`src/rtl/gpr_wb_arbiter_if.sv`:
```
// GPR write-port bus: pipeline writeback and mult/div result in, GPR write port,
// hazard report and stall request out.
interface gpr_wb_arbiter_if #(
  parameter int DW    = 32,
  parameter int AW    = 5,
  parameter int CNT_W = 16
);
  logic             pipe_valid;
  logic             pipe_we;
  logic [AW-1:0]    pipe_wsel;
  logic [DW-1:0]    pipe_wdata;
  logic             md_valid;
  logic [AW-1:0]    md_wsel;
  logic [DW-1:0]    md_wdata;
  logic             md_ready;
  logic             WE;
  logic [AW-1:0]    WeSel;
  logic [DW-1:0]    WData;
  logic             pend_valid;
  logic [AW-1:0]    pend_sel;
  logic             stall_req;
  logic [CNT_W-1:0] coll_cnt;

  modport slave (
    input  pipe_valid, pipe_we, pipe_wsel, pipe_wdata,
    input  md_valid, md_wsel, md_wdata,
    output md_ready, WE, WeSel, WData, pend_valid, pend_sel, stall_req, coll_cnt
  );

  modport master (
    output pipe_valid, pipe_we, pipe_wsel, pipe_wdata,
    output md_valid, md_wsel, md_wdata,
    input  md_ready, WE, WeSel, WData, pend_valid, pend_sel, stall_req, coll_cnt
  );
endinterface

```
`src/rtl/gpr_wb_arbiter.sv`:
```
// Merges pipeline writeback and mult/div results onto the single GPR write port,
// holding one MD result when the pipeline owns the port.
module gpr_wb_arbiter #(
  parameter int DW         = 32,
  parameter int AW         = 5,
  parameter int STARVE_MAX = 4,
  parameter int CNT_W      = 16
) (
  input  logic             clk,
  input  logic             rst,
  gpr_wb_arbiter_if.slave  bus
);
  localparam int unsigned SW = $clog2(STARVE_MAX) + 1;
  localparam logic [SW-1:0] STARVE_LIM = SW'(STARVE_MAX - 1);

  logic             we_q, we_d;
  logic [AW-1:0]    wesel_q, wesel_d;
  logic [DW-1:0]    wdata_q, wdata_d;
  logic             buf_full_q, buf_full_d;
  logic [AW-1:0]    buf_sel_q, buf_sel_d;
  logic [DW-1:0]    buf_data_q, buf_data_d;
  logic [SW-1:0]    starve_q, starve_d;
  logic             stall_q, stall_d;
  logic [CNT_W-1:0] coll_q, coll_d;

  logic pw, md_acc, waw;

  always_comb begin
    pw     = bus.pipe_valid & bus.pipe_we;
    md_acc = bus.md_valid & ~buf_full_q;
    waw    = buf_full_q & (bus.pipe_wsel == buf_sel_q);

    we_d       = 1'b0;
    wesel_d    = wesel_q;
    wdata_d    = wdata_q;
    buf_full_d = buf_full_q;
    buf_sel_d  = buf_sel_q;
    buf_data_d = buf_data_q;

    if (pw) begin
      if (bus.pipe_wsel != '0) begin
        we_d    = 1'b1;
        wesel_d = bus.pipe_wsel;
        wdata_d = bus.pipe_wdata;
      end
      // Pipeline result is younger than any MD result to the same register
      if (waw) begin
        buf_full_d = 1'b0;
      end else if (md_acc && (bus.md_wsel != '0) && (bus.md_wsel != bus.pipe_wsel)) begin
        buf_full_d = 1'b1;
        buf_sel_d  = bus.md_wsel;
        buf_data_d = bus.md_wdata;
      end
    end else if (buf_full_q) begin
      we_d       = 1'b1;
      wesel_d    = buf_sel_q;
      wdata_d    = buf_data_q;
      buf_full_d = 1'b0;
    end else if (bus.md_valid && (bus.md_wsel != '0)) begin
      we_d    = 1'b1;
      wesel_d = bus.md_wsel;
      wdata_d = bus.md_wdata;
    end

    if (!buf_full_d) begin
      buf_sel_d = '0;
    end

    coll_d = coll_q;
    if (pw && (buf_full_q || md_acc) && (coll_q != '1)) begin
      coll_d = coll_q + CNT_W'(1);
    end

    starve_d = starve_q;
    if (!buf_full_d) begin
      starve_d = '0;
    end else if (pw && buf_full_q && (starve_q != '1)) begin
      starve_d = starve_q + SW'(1);
    end

    stall_d = pw & buf_full_q & (starve_q >= STARVE_LIM);
  end

  always_ff @(posedge clk) begin
    if (rst) begin
      we_q       <= 1'b0;
      wesel_q    <= '0;
      wdata_q    <= '0;
      buf_full_q <= 1'b0;
      buf_sel_q  <= '0;
      buf_data_q <= '0;
      starve_q   <= '0;
      stall_q    <= 1'b0;
      coll_q     <= '0;
    end else begin
      we_q       <= we_d;
      wesel_q    <= wesel_d;
      wdata_q    <= wdata_d;
      buf_full_q <= buf_full_d;
      buf_sel_q  <= buf_sel_d;
      buf_data_q <= buf_data_d;
      starve_q   <= starve_d;
      stall_q    <= stall_d;
      coll_q     <= coll_d;
    end
  end

  assign bus.md_ready   = ~buf_full_q;
  assign bus.WE         = we_q;
  assign bus.WeSel      = wesel_q;
  assign bus.WData      = wdata_q;
  assign bus.pend_valid = buf_full_q;
  assign bus.pend_sel   = buf_sel_q;
  assign bus.stall_req  = stall_q;
  assign bus.coll_cnt   = coll_q;
endmodule

```
`src/flat_wrapper.sv`:
```
// flat-port wrapper written by rule: the top's interface ports become plain ports
module gpr_wb_arbiter_flat 
#(
  parameter int DW         = 32,
  parameter int AW         = 5,
  parameter int STARVE_MAX = 4,
  parameter int CNT_W      = 16
)
  (clk, rst, bus_pipe_valid, bus_pipe_we, bus_pipe_wsel, bus_pipe_wdata, bus_md_valid, bus_md_wsel, bus_md_wdata, bus_md_ready, bus_WE, bus_WeSel, bus_WData, bus_pend_valid, bus_pend_sel, bus_stall_req, bus_coll_cnt);
  gpr_wb_arbiter_if #(.DW(DW), .AW(AW), .CNT_W(CNT_W)) bus_i ();
  input  logic clk;
  input  logic rst;
  input wire logic [$bits(bus_i.pipe_valid)-1:0] bus_pipe_valid;
  input wire logic [$bits(bus_i.pipe_we)-1:0] bus_pipe_we;
  input wire logic [$bits(bus_i.pipe_wsel)-1:0] bus_pipe_wsel;
  input wire logic [$bits(bus_i.pipe_wdata)-1:0] bus_pipe_wdata;
  input wire logic [$bits(bus_i.md_valid)-1:0] bus_md_valid;
  input wire logic [$bits(bus_i.md_wsel)-1:0] bus_md_wsel;
  input wire logic [$bits(bus_i.md_wdata)-1:0] bus_md_wdata;
  output wire logic [$bits(bus_i.md_ready)-1:0] bus_md_ready;
  output wire logic [$bits(bus_i.WE)-1:0] bus_WE;
  output wire logic [$bits(bus_i.WeSel)-1:0] bus_WeSel;
  output wire logic [$bits(bus_i.WData)-1:0] bus_WData;
  output wire logic [$bits(bus_i.pend_valid)-1:0] bus_pend_valid;
  output wire logic [$bits(bus_i.pend_sel)-1:0] bus_pend_sel;
  output wire logic [$bits(bus_i.stall_req)-1:0] bus_stall_req;
  output wire logic [$bits(bus_i.coll_cnt)-1:0] bus_coll_cnt;
  assign bus_i.pipe_valid = bus_pipe_valid;
  assign bus_i.pipe_we = bus_pipe_we;
  assign bus_i.pipe_wsel = bus_pipe_wsel;
  assign bus_i.pipe_wdata = bus_pipe_wdata;
  assign bus_i.md_valid = bus_md_valid;
  assign bus_i.md_wsel = bus_md_wsel;
  assign bus_i.md_wdata = bus_md_wdata;
  assign bus_md_ready = bus_i.md_ready;
  assign bus_WE = bus_i.WE;
  assign bus_WeSel = bus_i.WeSel;
  assign bus_WData = bus_i.WData;
  assign bus_pend_valid = bus_i.pend_valid;
  assign bus_pend_sel = bus_i.pend_sel;
  assign bus_stall_req = bus_i.stall_req;
  assign bus_coll_cnt = bus_i.coll_cnt;
  gpr_wb_arbiter #(.DW(DW), .AW(AW), .STARVE_MAX(STARVE_MAX), .CNT_W(CNT_W)) u_core (.clk(clk), .rst(rst), .bus(bus_i));
endmodule
```
`config.mk`:
```
export PLATFORM = sky130hd
export DESIGN_NAME = gpr_wb_arbiter_flat
export DESIGN_NICKNAME = d
export VERILOG_FILES = /design/src/rtl/gpr_wb_arbiter_if.sv /design/src/rtl/gpr_wb_arbiter.sv /design/src/flat_wrapper.sv
export SDC_FILE = /design/constraint.sdc
export NUM_CORES = 1
export LEC_CHECK = 0
export BUFFER_PORTS_ARGS = -buffer_cell sky130_fd_sc_hd__buf_2
export CAP_MARGIN = 20
export CORE_MARGIN = 1
export CORE_UTILIZATION = 51
export CTS_CLUSTER_DIAMETER = 40
export DETAILED_ROUTE_END_ITERATION = 6
export HOLD_SLACK_MARGIN = 0.06
export MAX_ROUTING_LAYER = met4
export PLACE_DENSITY = 0.91
export SYNTH_ARGS = -nofsm -noshare
export SYNTH_HDL_FRONTEND = slang
export SYNTH_SLANG_ARGS = --single-unit
```
`constraint.sdc`:
```
create_clock -name clk -period 2.5 [get_ports clk]
set_input_delay 0.25 -clock clk [delete_from_list [all_inputs] [get_ports clk]]
set_output_delay 0.25 -clock clk [all_outputs]
set_load 0.005 [all_outputs]
```
# [Word-level counts from Yosys, hierarchy flattened]
# Cells that the tools add are included.
[word_totals] register_bits=96 latch_bits=0 ram_bits=0 mem_bits_ro=0 out_inout_bits=62 elab_cells=54 memories=0
[classes] n_addsub=2 multipliers=0 div_mod_pow=0 n_lt_le_gt_ge=1 n_eq_ne=5 shift=0 mux=15 bitwise=8 n_reduce_logical=14
[ops] cell="$mux W32" n=4
[ops] cell="$mux W5" n=4
[ops] cell="$add A16 B1 Y16 const B" n=1
[ops] cell="$ne A16 B16 Y1 const B" n=1
[ops] cell="$reduce_bool A5 Y1" n=2
[ops] cell="$logic_and A1 B1 Y1" n=7
[ops] cell="$mux W1" n=7
[ops] cell="$and A1 B1 Y1" n=5
[ops] cell="$eq A5 B5 Y1" n=1
[ops] cell="$ne A5 B5 Y1" n=1
[ops] cell="$add A3 B1 Y3 const B" n=1
[ops] cell="$ge A3 B2 Y1 const B" n=1
[ops] cell="$ne A3 B3 Y1 const B" n=1
[ops] cell="$not A1 Y1" n=3
[ops] cell="$reduce_and A3 Y1" n=1
[ops] cell="$reduce_bool A3 Y1" n=1
[ops] cell="$ne A2 B2 Y1 const B" n=1
[ops] cell="$reduce_and A2 Y1" n=1
[ops] cell="$reduce_or A2 Y1" n=1
[ops] cell="$logic_or A1 B1 Y1" n=1

# [Longest topological paths before layout]
# Gate-level depths: netlist of run 1.
[logic_depth] word_depth=9 ltp_mapped=7 ltp_nobuf=6

# [Least setup slack after synthesis of run 1]
# OpenSTA, ideal clock, no wires.
[synth_path] path_type="reg2reg" start="reg u_core.coll_q[0] (netlist: u_core.bus.coll_cnt[0])" end="reg u_core.coll_q[13] (netlist: u_core.bus.coll_cnt[13])" setup_time_ns=0.071 t_arrival_ns=1.744 required_time_ns=2.429 slack_ns=0.685 stages_incl_launch_ff=7 path_buffers=0 synth_period_minus_slack_ns=1.815 path_cell_list="dfxtp_1 -> ha_1 -> and2_1 -> nand4_1 -> o211ai_2 -> or4b_1 -> a21oi_1"
[synth_via] elab_chain_cells=2 word_cells_on_any_way=3 classes_between="add/sub: 1; eq/ne: 1; reduce/logical: 1"
[synth_rtl] item="from (decl)" line_no="gpr_wb_arbiter.sv:24" text="logic [CNT_W-1:0] coll_q, coll_d;"
[synth_rtl] item="from (signal assigned)" line_no="gpr_wb_arbiter.sv:104" text="coll_q <= coll_d;"
[synth_rtl] item="parallel branches: the longest is 2 deep, another holds $add A16 B1 Y16"
# Parallel ways; which one is timed is not known.
# A chain may end at the register's enable or synchronous reset.

# [Worst setup path after layout of run 1]
# Ends and elaborated chain as after synthesis.

==> Implementation_results.wiki, run 1 <==
{| class="wikitable"
! Metric !! Value
|-
| Minimum setup slack in the final design || 0.455 ns
|-
| Share of power burned in combinational logic || 14.7%
|-
| Combined area of the multi-input logic cells || 2460 um^2
|-
| Clock group share of total power || 32.3%
|-
| Total congestion overflow || 0
|-
| Startpoint kind of the worst setup timing path || flop
|-
| Clock net sink count || 96
|-
| Post-route non-filler standard cell count || 743
|-
| Arrival time reported for the critical path endpoint || 2.31 ns
|-
| Power per cell area || 561 nW/um^2
|-
| Seq cells post-synth || 96
|-
| Final HPWL from detailed placement || 8.42 mm
|-
| Count of buffers from port buffering || 140
|-
| Switching component of the power || 816 uW
|-
| Fmax achieved || 489 MHz
|-
| Cell type with the largest total area after synthesis || sky130_fd_sc_hd__dfxtp_1
|-
| Total Routing Usage GR || 25.5%
|-
| Worst hold slack after final layout || 0.158 ns
|-
| Growth of design area from synthesis to finish || 21.3%
|-
| CTS root buffer || sky130_fd_sc_hd__clkbuf_8
|-
| Number of diodes || 0
|-
| Relative max-transition margin || 63.3%
|-
| Number of global-route vias before repair || 3921
|-
| Number of antenna violations at the first check in global routing || 0
|-
| Max H-tree Level || 3
|-
| Leakage power figure || 0.00246 uW
|-
| Fill cell count || 702
|-
| Routability Congestion || 0.914
|-
| Portion of synthesized cell area occupied by the leading cell type || 42.3%
|-
| Buffers inserted during post-CTS setup optimization || 0
|-
| Wire length of the first global-routing pass || 17.9 mm
|-
| Reg power frac || 53.0%
|-
| Max Buffers Root-to-Sink || 2
|-
| 1st-iter DRT viols || 198
|-
| Net count of the finished layout || 713
|-
| Net count after synthesis || 582
|-
| Transition time of the tightest slew-check pin || 0.551 ns
|-
| Result of the run || complete, no violations
|-
| Wire per inst || 15.4 um
|-
| RSZ-0062 raised after global routing || no
|-
| I/O pin cnt || 141
|-
| Design internal power || 2280 uW
|-
| Mapped Area || 4540 um^2
|-
| Number of buffers inserted for hold repair after clock tree synthesis || 0
|-
| Routed via count || 4043
|-
| Syn Area/Cell || 9.10 um^2
|-
| Count of cell types in the netlist || 36
|-
| Worst Clk Skew || 0.0130 ns
|-
| DRC Markers || 0
|-
| Std-Cell Core Area || 8680 um^2
|-
| Per-cell via count in the routed design || 5.44
|-
| Synthesis warning total || 0
|-
| Num CTS Buffers || 9
|-
| Post-synthesis cell count || 499
|-
| Count of endpoints failing setup in the final report || 0
|-
| Detail Route Antenna Nets || 0
|-
| Starting density of the core || 52.3%
|-
| Core occupancy in the finished layout || 63.5%
|-
| Classification of the worst-slack hold path || input port to flop
|-
| Initial DRT Pass Iterations || 4
|-
| Fraction of power spent switching nets || 26.4%
|-
| Total negative setup slack || 0 ns
|-
| Class of the most critical setup path || flop to flop
|-
| Clock latency of the later-clocked register in the worst-skew pair || 0.35 ns
|-
| TritonCTS clock tree || done
|-
| CTS resizes || 0
|-
| Largest cells by area after synthesis || sky130_fd_sc_hd__dfxtp_1 (42%), sky130_fd_sc_hd__mux2i_1 (25%), sky130_fd_sc_hd__nor2_1 (7.8%)
|-
| Pre-CTS setup slack || 0.459 ns
|-
| Die area || 9290 um^2
|-
| Number of max-capacitance violations reported || 0
|-
| Worst supply voltage drop on vdd || 0.347 mV
|-
| Final Cycle Share || 81.8%
|-
| Final min period || 2.04 ns
|-
| Row Count || 34
|-
| Final-report hold violation count || 0
|-
| Total wirelength of the detailed-routed design || 11.4 mm
|-
| Part of the Yosys area used for sequential elements || 42.3%
|-
| Fraction of layout instances using a drive strength above 1 || 27.1%
|-
| Maximum number of pins on one net before global-route repair || 32
|-
| Horiz. Die Dim || 96.4 um
|-
| Crit. End Element || flop
|-
| Cell Count Post-Placement || 727
|-
| Final count of pins violating max slew || 0
|-
| Area of all sequential standard cells || 1920 um^2
|-
| Maximum fanout along the worst path || 9
|-
| Clk slew on worst S/H paths || 0.10 ns
|-
| Required time of the critical path || 2.76 ns
|-
| Height of the chip || 96.4 um
|}
-- flip-flops by register name (all words and copies together), names as in the netlist --
name / cells
u_core.bus.WData: 32
u_core.bus.pend_sel: 5
u_core.starve_q: 3
u_core.bus.WeSel: 5
u_core.bus.stall_req: 1
u_core.bus.WE: 1
u_core.bus.coll_cnt: 16
u_core.buf_data_q: 32
u_core.bus.pend_valid: 1
-- cell families after synthesis --
family                   after synthesis  share of synthesized area, %
AO/OA/AOI/OAI                         64                          8.29
XOR/XNOR                              20                          3.86
adder cells (fa/ha/maj)                4                          1.10
buffers and inverters                 35                          4.08
flip-flops                            96                          42.3
multiplexers                         113                          24.9
AND/OR/NAND/NOR                      167                          15.5
-- cells in the mapped netlist (all sizes together) --
library cell	instances
clkbuf	17
a211oi	3
nand2	44
xnor2	2
dfxtp	96
and2	3
xor2	18
or3	1
inv	3
nand4	2
nand3	4
a311oi	1
o21ai	45
a21oi	4
a2111oi	1
and4	2
nor2b	2
mux2i	113
nor4	3
o211ai	4
ha	4
or4	4
a31oi	2
buf	15
nor2	94
and3	2
nor3	5
or4b	1
o2111ai	3
o31ai	1
-- cell type report --
type,count,share of cell area [%]
tap,108,2.45
sequential,96,34.9
multi-input combinational,368,44.7
inverter,3,0.204
timing repair buffer,152,14.3
clock inverter,5,1.02
clock buffer,11,2.38
-- through the flow --
step | area, um^2 | power (uW)
6_report | 5510 | 3090
5_1_grt | 5510 | 3240
4_1_cts | 5510 | 3110
3_5_place_dp | 5320 | 2130
3_3_place_gp | 5320 | 2100
2_1_floorplan | 4540 | 1940
-- cell usage in the layout, fill, tap and decap left out, types with 3 or more instances in the layout --
master,instances
sky130_fd_sc_hd__xor2_1,18
sky130_fd_sc_hd__nor3_1,5
sky130_fd_sc_hd__nand3_1,4
sky130_fd_sc_hd__buf_4,12
sky130_fd_sc_hd__or4_1,4
sky130_fd_sc_hd__buf_2,140
sky130_fd_sc_hd__nor4_1,3
sky130_fd_sc_hd__a21oi_1,4
sky130_fd_sc_hd__dfxtp_1,95
sky130_fd_sc_hd__clkbuf_8,9
sky130_fd_sc_hd__nor2_1,94
sky130_fd_sc_hd__inv_1,3
sky130_fd_sc_hd__o2111ai_1,3
sky130_fd_sc_hd__o21ai_0,40
sky130_fd_sc_hd__nand2_1,44
sky130_fd_sc_hd__o211ai_1,3
sky130_fd_sc_hd__mux2i_1,113
sky130_fd_sc_hd__ha_1,4
sky130_fd_sc_hd__o21ai_1,4
sky130_fd_sc_hd__a211oi_1,3
-- power by group through the flow --
stage | logic, uW | clock network [uW] | registers [uW]
after global routing | 506 | 1090 | 1650
final | 455 | 998 | 1640
after detailed placement | 457 | 0 | 1670
after floorplan | 266 | 0 | 1670
after CTS | 457 | 1020 | 1640
after global placement | 436 | 0 | 1670
-- worst max-delay path, stage by stage, from the launching register on --
cell and delay, ns:
sky130_fd_sc_hd__dfxtp_1 0.35, sky130_fd_sc_hd__ha_1 0.22, sky130_fd_sc_hd__and2_1 0.20, sky130_fd_sc_hd__nand4_1 0.32
sky130_fd_sc_hd__o211ai_2 0.21, sky130_fd_sc_hd__or4b_1 0.51, sky130_fd_sc_hd__a21oi_1 0.16
-- per-layer routing --
layer  track usage, %  routed length, um  up-vias
met2             44.7               5630      148
li1                 -                  -     1980
met5                -                  0        -
met4             7.60                136        0
met1             30.0               4920     1900
met3             4.54                727       15
-- path summary, 6_finish.rpt --
check	endpoint	slack, ns	cells after the start	startpoint
max	u_core.bus.coll_cnt[13]	0.46	6	u_core.bus.coll_cnt[0]
min reg2reg	u_core.bus.WData[27]	0.50	2	u_core.bus.WData[27]
max reg2reg	u_core.bus.coll_cnt[13]	0.46	6	u_core.bus.coll_cnt[0]
min	u_core.buf_data_q[10]	0.16	3	bus_md_wdata[10]
(Power assumes the default switching activity.)
==> run 2, diff against run 1 <==
--- a/config.mk
+++ b/config.mk
@@ -8,12 +8,12 @@
 export BUFFER_PORTS_ARGS = -buffer_cell sky130_fd_sc_hd__buf_2
 export CAP_MARGIN = 20
 export CORE_MARGIN = 1
-export CORE_UTILIZATION = 51
+export CORE_UTILIZATION = 46
 export CTS_CLUSTER_DIAMETER = 40
 export DETAILED_ROUTE_END_ITERATION = 6
 export HOLD_SLACK_MARGIN = 0.06
 export MAX_ROUTING_LAYER = met4
-export PLACE_DENSITY = 0.91
+export PLACE_DENSITY = 0.87
 export SYNTH_ARGS = -nofsm -noshare
 export SYNTH_HDL_FRONTEND = slang
 export SYNTH_SLANG_ARGS = --single-unit
==> constraint.sdc (replaced) <==
create_clock -name clk -period 1.67 [get_ports clk]
set_input_delay 0.167 -clock clk [delete_from_list [all_inputs] [get_ports clk]]
set_output_delay 0.167 -clock clk [all_outputs]
set_load 0.005 [all_outputs]
==> run 2 against run 1 <==
The run now ends with negative setup slack left. Hold slack lost 0.080 ns. Critical path type unchanged. Global-route usage shrank 2.8 points. Cell count grew 6.6%. Critical endpoint unchanged. Fmax grew 21%. First-iteration DRC count shrank 55%. Final area grew 6.0%. Via count grew 1.8%. Setup slack lost 0.47 ns. Combinational power grew 59%. Sequential share of layout area shrank 1.9 points. Register-to-register slack lost 0.47 ns. Core utilization shrank 1.4 points.
==> Implementation_results.wiki, run 2 (same netlist as run 1, synthesis figures left out) <==
{| class="wikitable"
! Metric !! Value
|-
| Result of the run || complete, but fails checks
|-
| Violations in the final reports || negative setup slack
|-
| Total wirelength of the detailed-routed design || 11.1 mm (-2.7%)
|-
| Final count of pins violating max slew || 0 (unchanged)
|-
| Wire length of the first global-routing pass || 18.0 mm (+0.85%)
|-
| Net count of the finished layout || 741 (+3.9%)
|-
| Non-Filler Cell Area, Final || 5840 um^2 (+6.0%)
|-
| Worst supply voltage drop on vdd || 0.428 mV (+23%)
|-
| Final HPWL from detailed placement || 8.32 mm (-1.1%)
|-
| Count of buffers from port buffering || 140 (unchanged)
|-
| Clock latency of the later-clocked register in the worst-skew pair || 0.35 ns (about the same)
|-
| Worst Clk Skew || 0.0107 ns (-0.00223 ns)
|-
| Count of endpoints failing setup in the final report || 1 (+1)
|-
| Number of global-route vias before repair || 4147 (+5.8%)
|-
| Number of diodes || 0 (unchanged)
|-
| Clock net sink count || 96 (unchanged)
|-
| 1st-iter DRT viols || 89 (-55%)
|-
| Total congestion overflow || 0 (unchanged)
|-
| TritonCTS clock tree || done
|-
| Classification of the worst-slack hold path || input port to flop
|-
| Starting density of the core || 48.2% (-4.1 points)
|-
| Maximum fanout along the worst path || 4 (-5)
|-
| Fmax achieved || 594 MHz (+21%)
|-
| Initial DRT Pass Iterations || 4 (unchanged)
|-
| Die area || 10300 um^2 (+11%)
|-
| Maximum number of pins on one net before global-route repair || 75 (+130%)
|-
| Crit. End Element || flop
|-
| Cell Count Post-Placement || 772 (+6.2%)
|-
| Highest-count cells in the layout ignoring fill and taps || sky130_fd_sc_hd__buf_2 (140), sky130_fd_sc_hd__mux2i_1 (113), sky130_fd_sc_hd__nor2_1 (92)
|-
| Transition time of the tightest slew-check pin || 0.436 ns (-0.115 ns)
|-
| Fraction of layout instances using a drive strength above 1 || 32.0% (+4.9 points)
|-
| Power per cell area || 773 nW/um^2 (+38%)
|-
| Routed via count || 4115 (+1.8%)
|-
| Longest individual stage delay on the worst path || 0.52 ns (about the same)
|-
| Growth of design area from synthesis to finish || 28.7%
|-
| Per-cell via count in the routed design || 5.20 (-4.5%)
|-
| Core occupancy in the finished layout || 62.1% (-1.4 points)
|-
| Number of stages on the worst setup path || 6 (unchanged)
|-
| Std-Cell Core Area || 9420 um^2 (+8.5%)
|-
| Row Count || 35 (+2.9%)
|-
| DRC Markers || 0 (unchanged)
|-
| Number of antenna violations at the first check in global routing || 0 (unchanged)
|-
| Post-detailed-placement cell area || 5600 um^2 (+5.2%)
|-
| Height of the chip || 101 um (+5.2%)
|-
| Arrival time reported for the critical path endpoint || 1.96 ns (-0.35 ns)
|-
| Final min period || 1.68 ns (-0.360 ns)
|-
| Horiz. Die Dim || 101 um (+5.2%)
|-
| Relative max-transition margin || 70.9% (+7.7 points)
|-
| Pre-CTS setup slack || -0.182 ns (-0.642 ns)
|-
| Class of the most critical setup path || flop to flop
|-
| Critical Path, Cell by Cell || ha_4 -> and2_4 -> nand4_1 -> o211ai_2 -> or4b_4 -> a21oi_2
|-
| Detail Route Antenna Nets || 0 (unchanged)
|-
| Worst hold slack after final layout || 0.0778 ns (-0.0800 ns)
|-
| Number of max-capacitance violations reported || 0 (unchanged)
|-
| Final Cycle Share || 101% (+19 points)
|-
| Num CTS Buffers || 9 (unchanged)
|-
| RSZ-0062 raised after global routing || yes
|-
| Total Routing Usage GR || 22.7% (-2.8 points)
|-
| Hold Path Cell Cnt || 3 (unchanged)
|-
| Startpoint kind of the worst setup timing path || flop
|-
| Max H-tree Level || 3 (unchanged)
|-
| Post-route non-filler standard cell count || 792 (+6.6%)
|-
| Critical Path Slowest Stage Cell || sky130_fd_sc_hd__or4b_4
|-
| Required time of the critical path || 1.94 ns (-0.82 ns)
|-
| Leakage power figure || 0.00262 uW (+6.2%)
|-
| Most common cell after layout, fill and taps aside || sky130_fd_sc_hd__buf_2
|-
| Max Buffers Root-to-Sink || 2 (unchanged)
|-
| Routability Congestion || 0.825 (-9.7%)
|-
| CTS root buffer || sky130_fd_sc_hd__clkbuf_8
|-
| Clk slew on worst S/H paths || 0.10 ns (about the same)
|-
| Cell count of the worst reg-to-reg path || 6 (unchanged)
|-
| Largest delay contributor family on the critical path || simple AND/OR/NAND/NOR gates
|-
| Wire per inst || 14.0 um (-8.7%)
|-
| Final-report hold violation count || 0 (unchanged)
|-
| I/O pin cnt || 141 (unchanged)
|-
| Combined buffer and inverter count along the critical path || 0 (unchanged)
|-
| Minimum setup slack in the final design || -0.0144 ns (-0.470 ns)
|}
==> run 2: report_power, final <==
part,internal (uW),switching (uW)
registers,2390,55.2
logic,359,366
clock network,542,802
total,3290,1220
==> run 2: tightest hold or removal path, delay by kind of cell <==
family / cells / cell delay, ns
and+or+nand+nor: 1 / 0.08
muxes: 1 / 0.06
buffers and inverters: 1 / 0.09
==> run 2: metrics by stage <==
step           total power (uW)  TNS [ns]
2_1_floorplan              2900    -0.134
3_3_place_gp               3180     -4.79
3_5_place_dp               3220     -7.80
4_1_cts                    4560         0
5_1_grt                    4750   -0.0440
6_report                   4520   -0.0144
==> run 2: final cells by class <==
class | instances | area, um^2
tap | 129 | 161
multi-input combinational | 368 | 2500
fill | 775 | 3570
timing repair buffer | 180 | 1070
clock inverter | 7 | 47.5
inverter | 3 | 11.3
clock buffer | 9 | 124
sequential | 96 | 1930
==> run 2: layer usage <==
layer / global-route usage, % / vias to the layer above / part of all wire, %
li1: - / 2034 / -
met1: 23.3 / 1934 / 42
met2: 42.1 / 132 / 52
met3: 5.24 / 15 / 5.1
met4: 8.14 / 0 / 1.2
met5: - / - / 0
==> run 2: final timing paths <==
path | slack (ns) | start | endpoint
min reg2reg | 0.50 | u_core.bus.WData[27] | u_core.bus.WData[27]
max reg2reg | -0.01 | u_core.bus.coll_cnt[0] | u_core.bus.coll_cnt[13]
max | -0.01 | u_core.bus.coll_cnt[0] | u_core.bus.coll_cnt[13]
min | 0.08 | bus_md_wdata[17] | u_core.buf_data_q[17]
==> run 2: repair_timing <==
action,in CTS,in global routing
pin swaps,4,4
endpoints found under the setup margin,1,8
hold buffers,2,0
setup buffers,2,0
endpoints found under the hold margin,2,0
gates resized for setup,3,9
